[config.mk]
export PLATFORM = sky130hd
export DESIGN_NAME = sp_request_queue_flat
export DESIGN_NICKNAME = d
export VERILOG_FILES = /design/src/rtl/sp_request_queue_pkg.sv /design/src/rtl/sp_request_queue_if.sv /design/src/rtl/sp_request_queue_rr_arbiter.sv /design/src/rtl/sp_request_queue.sv /design/src/flat_wrapper.sv
export SDC_FILE = /design/constraint.sdc
export NUM_CORES = 1
export LEC_CHECK = 0
export ABC_AREA = 1
export CELL_PAD_IN_SITES_DETAIL_PLACEMENT = 1
export CELL_PAD_IN_SITES_GLOBAL_PLACEMENT = 2
export CORE_UTILIZATION = 41
export DETAILED_ROUTE_END_ITERATION = 8
export PLACE_DENSITY = 0.83
export RECOVER_POWER = 25
export SLEW_MARGIN = 20
export SYNTH_ARGS = -nofsm -noshare
export SYNTH_HDL_FRONTEND = slang
export SYNTH_SLANG_ARGS = --single-unit
[constraint.sdc]
create_clock -name CLK -period 16.45 [get_ports CLK]
set_clock_uncertainty 0.05 [all_clocks]
set_input_delay 3.29 -clock CLK [delete_from_list [all_inputs] [get_ports CLK]]
set_output_delay 3.29 -clock CLK [all_outputs]
set_load 0.005 [all_outputs]
[src/rtl/sp_request_queue_pkg.sv]
// Shared types and helpers for the scratchpad request queue.
package sp_request_queue_pkg;

   typedef enum logic [1:0] {
      SP_ILLEGAL = 2'b00,
      SP_LOAD    = 2'b01,
      SP_STORE   = 2'b10,
      SP_GEMM    = 2'b11
   } sp_op_t;

   localparam int unsigned SP_TAG_W    = 4;
   localparam int unsigned SP_STRIDE_W = 5;

   // Scratchpad entry layout at the default 32-bit payload width (43 bits).
   typedef struct packed {
      sp_op_t      op;
      logic [3:0]  tag;
      logic [31:0] payload;
      logic [4:0]  stride;
   } sp_entry_t;

   // Packed entry width {op, tag, payload, stride} for a given payload width.
   function automatic int unsigned sp_entry_width(input int unsigned addr_w);
      return 2 + SP_TAG_W + addr_w + SP_STRIDE_W;
   endfunction

endpackage

[src/rtl/sp_request_queue_if.sv]
// Producer-side request channels and consumer-side dequeue port of the queue.
interface sp_request_queue_if #(
   parameter int unsigned NCH    = 2,
   parameter int unsigned ADDR_W = 32
);
   import sp_request_queue_pkg::*;

   localparam int unsigned ENTRY_W = sp_entry_width(ADDR_W);

   logic [NCH-1:0]             req_valid;
   logic [NCH-1:0]             req_ready;
   logic [NCH-1:0][1:0]        req_op;
   logic [NCH-1:0][3:0]        req_tag;
   logic [NCH-1:0][ADDR_W-1:0] req_payload;
   logic [NCH-1:0][4:0]        req_stride;

   logic                       deq_valid;
   logic                       deq_ready;
   logic [ENTRY_W-1:0]         deq_data;

   modport master (
      output req_valid, req_op, req_tag, req_payload, req_stride, deq_ready,
      input  req_ready, deq_valid, deq_data
   );

   modport slave (
      input  req_valid, req_op, req_tag, req_payload, req_stride, deq_ready,
      output req_ready, deq_valid, deq_data
   );

endinterface

[src/rtl/sp_request_queue_rr_arbiter.sv]
// Combinational round-robin arbiter; the rotating pointer lives in the caller.
module rr_arbiter #(
   parameter  int unsigned N     = 2,
   localparam int unsigned IDX_W = (N > 1) ? $clog2(N) : 1
) (
   input  logic [N-1:0]     req,
   input  logic             en,
   input  logic [IDX_W-1:0] rr_ptr,
   output logic [N-1:0]     gnt,
   output logic [IDX_W-1:0] gnt_idx
);

   logic        found;
   int unsigned idx;

   // Pick the first requester at or after rr_ptr, wrapping modulo N.
   always_comb begin
      gnt     = '0;
      gnt_idx = '0;
      found   = 1'b0;
      idx     = 0;
      for (int unsigned k = 0; k < N; k++) begin
         idx = 32'(rr_ptr) + k;
         if (idx >= N) idx = idx - N;
         if (en && !found && req[idx]) begin
            found    = 1'b1;
            gnt[idx] = 1'b1;
            gnt_idx  = IDX_W'(idx);
         end
      end
   end

endmodule

[src/rtl/sp_request_queue.sv]
// Multi-channel scratchpad request queue: round-robin enqueue, FIFO drain.
module sp_request_queue
   import sp_request_queue_pkg::*;
#(
   parameter int unsigned NCH      = 2,
   parameter int unsigned DEPTH    = 8,
   parameter int unsigned ADDR_W   = 32,
   parameter int unsigned AF_LEVEL = DEPTH - 2
) (
   input  logic                     CLK,
   input  logic                     RST,
   sp_request_queue_if.slave        bus,
   input  logic                     flush,
   output logic [$clog2(DEPTH):0]   count,
   output logic                     full,
   output logic                     almost_full,
   output logic                     illegal_op
);

   localparam int unsigned ENTRY_W = sp_entry_width(ADDR_W);
   localparam int unsigned PTR_W   = $clog2(DEPTH);
   localparam int unsigned CNT_W   = PTR_W + 1;
   localparam int unsigned IDX_W   = (NCH > 1) ? $clog2(NCH) : 1;

   logic [ENTRY_W-1:0] mem [DEPTH];
   logic [PTR_W-1:0]   wr_ptr, rd_ptr;
   logic [IDX_W-1:0]   rr_ptr, rr_nxt, gnt_idx;
   logic [NCH-1:0]     gnt;
   logic               any_gnt, enq, deq;
   logic [CNT_W-1:0]   cnt_nxt;
   logic [ENTRY_W-1:0] wr_entry;

   // Grant only from registered full so deq_ready never reaches req_ready.
   rr_arbiter #(.N(NCH)) u_arb (
      .req     (bus.req_valid),
      .en      (!full && !flush),
      .rr_ptr  (rr_ptr),
      .gnt     (gnt),
      .gnt_idx (gnt_idx)
   );

   assign bus.req_ready = gnt;
   assign any_gnt       = |gnt;
   assign enq           = any_gnt && (sp_op_t'(bus.req_op[gnt_idx]) != SP_ILLEGAL);
   assign deq           = bus.deq_valid && bus.deq_ready;
   assign rr_nxt        = (32'(gnt_idx) == NCH - 1) ? '0 : gnt_idx + IDX_W'(1);
   assign wr_entry      = {bus.req_op[gnt_idx], bus.req_tag[gnt_idx],
                           bus.req_payload[gnt_idx], bus.req_stride[gnt_idx]};

   assign bus.deq_valid = (count != '0);
   assign bus.deq_data  = mem[rd_ptr];

   // Next occupancy from this cycle's enqueue/dequeue pair.
   always_comb begin
      cnt_nxt = count;
      if (enq && !deq)      cnt_nxt = count + CNT_W'(1);
      else if (!enq && deq) cnt_nxt = count - CNT_W'(1);
   end

   // Control state: reset beats flush beats traffic; flush keeps rr_ptr and illegal_op.
   always_ff @(posedge CLK) begin
      if (RST) begin
         count       <= '0;
         wr_ptr      <= '0;
         rd_ptr      <= '0;
         rr_ptr      <= '0;
         full        <= 1'b0;
         almost_full <= (AF_LEVEL == 0);
         illegal_op  <= 1'b0;
      end else if (flush) begin
         count       <= '0;
         wr_ptr      <= '0;
         rd_ptr      <= '0;
         full        <= 1'b0;
         almost_full <= (AF_LEVEL == 0);
      end else begin
         if (enq)            wr_ptr     <= wr_ptr + PTR_W'(1);
         if (deq)            rd_ptr     <= rd_ptr + PTR_W'(1);
         if (any_gnt)        rr_ptr     <= rr_nxt;
         if (any_gnt && !enq) illegal_op <= 1'b1;
         count       <= cnt_nxt;
         full        <= (cnt_nxt == CNT_W'(DEPTH));
         almost_full <= (cnt_nxt >= CNT_W'(AF_LEVEL));
      end
   end

   // Entry storage; contents need no reset since deq_valid gates them.
   always_ff @(posedge CLK) begin
      if (enq) mem[wr_ptr] <= wr_entry;
   end

endmodule

[src/flat_wrapper.sv]
// flat-port wrapper written by rule: the top's interface ports become plain ports
module sp_request_queue_flat import sp_request_queue_pkg::*;
#(
   parameter int unsigned NCH      = 2,
   parameter int unsigned DEPTH    = 8,
   parameter int unsigned ADDR_W   = 32,
   parameter int unsigned AF_LEVEL = DEPTH - 2
)
  (CLK, RST, flush, count, full, almost_full, illegal_op, bus_req_valid, bus_req_op, bus_req_tag, bus_req_payload, bus_req_stride, bus_deq_ready, bus_req_ready, bus_deq_valid, bus_deq_data);
  sp_request_queue_if #(.NCH(NCH), .ADDR_W(ADDR_W)) bus_i ();
  input  logic CLK;
  input  logic RST;
  input  logic flush;
  output logic [$clog2(DEPTH):0] count;
  output logic full;
  output logic almost_full;
  output logic illegal_op;
  input wire logic [$bits(bus_i.req_valid)-1:0] bus_req_valid;
  input wire logic [$bits(bus_i.req_op)-1:0] bus_req_op;
  input wire logic [$bits(bus_i.req_tag)-1:0] bus_req_tag;
  input wire logic [$bits(bus_i.req_payload)-1:0] bus_req_payload;
  input wire logic [$bits(bus_i.req_stride)-1:0] bus_req_stride;
  input wire logic [$bits(bus_i.deq_ready)-1:0] bus_deq_ready;
  output wire logic [$bits(bus_i.req_ready)-1:0] bus_req_ready;
  output wire logic [$bits(bus_i.deq_valid)-1:0] bus_deq_valid;
  output wire logic [$bits(bus_i.deq_data)-1:0] bus_deq_data;
  assign bus_i.req_valid = bus_req_valid;
  assign bus_i.req_op = bus_req_op;
  assign bus_i.req_tag = bus_req_tag;
  assign bus_i.req_payload = bus_req_payload;
  assign bus_i.req_stride = bus_req_stride;
  assign bus_i.deq_ready = bus_deq_ready;
  assign bus_req_ready = bus_i.req_ready;
  assign bus_deq_valid = bus_i.deq_valid;
  assign bus_deq_data = bus_i.deq_data;
  sp_request_queue #(.NCH(NCH), .DEPTH(DEPTH), .ADDR_W(ADDR_W), .AF_LEVEL(AF_LEVEL)) u_core (.CLK(CLK), .RST(RST), .bus(bus_i), .flush(flush), .count(count), .full(full), .almost_full(almost_full), .illegal_op(illegal_op));
endmodule
==> flow_metrics.tcl <==
set metrics [dict create \
    status "complete, but fails checks" \
    violations "max-capacitance violations, max-slew violations" \
    place_area_um2 16500 \
    boundaryPins 145 \
    cp-endpoint "bus_req_ready[1]" \
    netlist_area_um2 14600 \
    yosysTopAreaCell "edfxtp_1" \
    cts_hold_buffers 0 \
    fill_cells 3628 \
    crit_path_start_kind "input port" \
    drv_cap 1 \
    cp.required_ps 13110 \
    r2r_cells 8 \
    max_freq_mhz 105 \
    min_from "u_core.rd_ptr[2]" \
    layout_commonest_cell "edfxtp_1" \
    cp_num_cells 5 \
    cts_tree "built" \
    initial_core_util 0.420 \
    antenna_found_initial 0 \
    tightest_slew_ps 1580 \
    critPathKind "input port to output port" \
    ys_warn_count 0 \
    dieHeight_um 190 \
    arrival_ps 6190 \
    drt_pre_antenna_iters 4 \
    path_clk_slew_ps 50 \
    drv_slew 43 \
    gp_congestion 0.717 \
    post-cts-setup-buffers 0 \
    synth.avg_cell_area_um2 11.8 \
    rsz0062_at_grt "no" \
    num_vias 9848 \
    fin_crit_sh 0.580 \
    setup_violations 0 \
    grt_use_total 0.203 \
    synth_top_area_share 0.709 \
    ys_seq_area_frac 0.733 \
    finalSetupTns_ps 0 \
    critPathBufInv 3 \
    vdd.ir_drop.worst_mv 0.0732 \
    placedCellCount 1782 \
    maxSlewHeadroom -0.0519 \
    hold_viol_final 0 \
    crit_family "buffers and inverters" \
    ctsRootBufferMaster "clkbuf_16" \
    fin_nets 1464 \
    antennaDiodeCount 0 \
    dieArea_um2 36300 \
    critical_path.max_stage_delay_ps 1140 \
    initialDrtViolationCount 630 \
    viasPerCell 5.32 \
    p_per_area_nw_per_um2 115 \
    wl_per_cell_um 19.8 \
    synth_nets 1335 \
    crit_slowest_cell "inv_1" \
    htree_levels 2 \
    grt_start_max_net_pins 94 \
    dieWidth_um 190 \
    synth_seq_cells 361 \
    endpoint_kind "output port" \
    crit_fanout 42 \
    area_growth_pct 21.2 \
    grt_pass1_vias 10500 \
    synth_area_leaders "edfxtp_1, nor2_1, o21ai_0" \
    reg2reg_from "u_core.full" \
    hold_path_class "flop to flop" \
    synth_cell_types 27 \
    grt_pass1_wl_um 56800 \
    clock-sinks 361 \
    drc_errors 0 \
    grt_overflow 0 \
    cts_buffers 39 \
    fin_cells 1852 \
    most-common-layout-cells "edfxtp_1, nor2_1, o21ai_0, nand2_1, clkdlybuf4s50_1" \
    r2r_end "u_core.mem[2][20]" \
    place_hpwl_um 20500 \
    num_rows 68 \
    leakagePower_nw 6.17 \
    drtAntennaViolNets 0 \
    design_area_um2 17700 \
    dp_slack_ps 7680 \
    portBuffers 144 \
    clk_latency_ps 520 \
    wirelength_um 36700 \
    crit_path_start "flush" \
    multi_input_area_um2 3520 \
    register_area_um2 10700 \
    core_area_um2 34700 \
    crit_chain "dlygate4sd3_1 > nor2_1 > nand3_4 > inv_1 > clkdlybuf4s50_1" \
    postCtsResizedCells 0 \
    clk_path_buf_depth 3 \
    syn_inst 1239 \
    worst_slack_ps 6920 \
    worst-r2r-setup-slack_ps 13020 \
    drive_gt1_frac 0.0637 \
    period_needed_ps 9530 \
]
==> worst register-to-register path, stage by stage (launching register included) <==
cell,delay (ps)
dfxtp_1,300
nor2_1,310
inv_1,130
nor2_1,290
nand2_1,250
inv_1,150
nand2_1,260
nor3_4,660
buf_4,630
==> metal layers <==
layer  vias up  wire, um  track usage
met5         -         0            0
met3        72      1320       0.0199
li1       4645         -            -
met1      4912     15800        0.255
met4         0      1080       0.0735
met2       219     18500        0.363
==> worst min path at each step <==
stage / to / slack, ps / cells past startpoint
final: u_core.rd_ptr[2] / 390 / 1
after global routing: u_core.rd_ptr[2] / 430 / 1
after CTS: u_core.rd_ptr[2] / 400 / 1
after detailed placement: u_core.rd_ptr[2] / 390 / 1
after global placement: u_core.rd_ptr[2] / 380 / 1
after floorplan: flop / 360 / 1
==> power breakdown <==
| group | leakage, nW | internal (mW) | total (mW) | switching [mW] |
|---|---|---|---|---|
| Combinational | 2.32 | 0.0700 | 0.166 | 0.0955 |
| Clock | 0.597 | 0.484 | 0.823 | 0.340 |
| Sequential | 3.26 | 1.03 | 1.03 | 0.00594 |
==> registers in the layout, indices dropped and copies added, names as in the netlist, named ones only <==
register / cells
u_core.rd_ptr: 3
u_core.wr_ptr: 3
u_core.almost_full: 1
u_core.mem: 344
u_core.rr_ptr: 1
u_core.illegal_op: 1
u_core.full: 1
u_core.count: 4
==> layout make-up <==
class	instances	area share
multi-input combinational	773	0.199
sequential	361	0.605
clock inverter	22	0.00836
clock buffer	48	0.0596
tap	455	0.0323
timing repair buffer	160	0.0885
inverter	33	0.00716
==> cell families after synthesis <==
| kind of cell | synth area share |
|---|---|
| compound gates | 0.102 |
| xor+xnor | 0.00120 |
| fa+ha+maj | 0.00344 |
| buf+inv | 0.0280 |
| flops | 0.733 |
| simple gates | 0.133 |
==> cell usage after synthesis, drive strengths merged <==
master and count:
edfxtp 344, nor2 318, o21ai 178, nand2 157, clkbuf 57, a31oi 43
o22ai 43, inv 32, dfxtp 17, buf 15, nand3 12, a21oi 9
ha 4, nand4 3, nor3 3, xnor2 2, a211oi 1, clkinv 1
==> metrics by stage <==
stage,hold slack [ps],utilization,power [mW]
floorplan,362,-,1.13
global placement,379,0.475,1.22
detailed placement,387,0.475,1.22
CTS,400,0.509,2.05
global route,428,0.509,2.09
finish,392,0.509,2.02
Power figures use the tool's default switching activity.
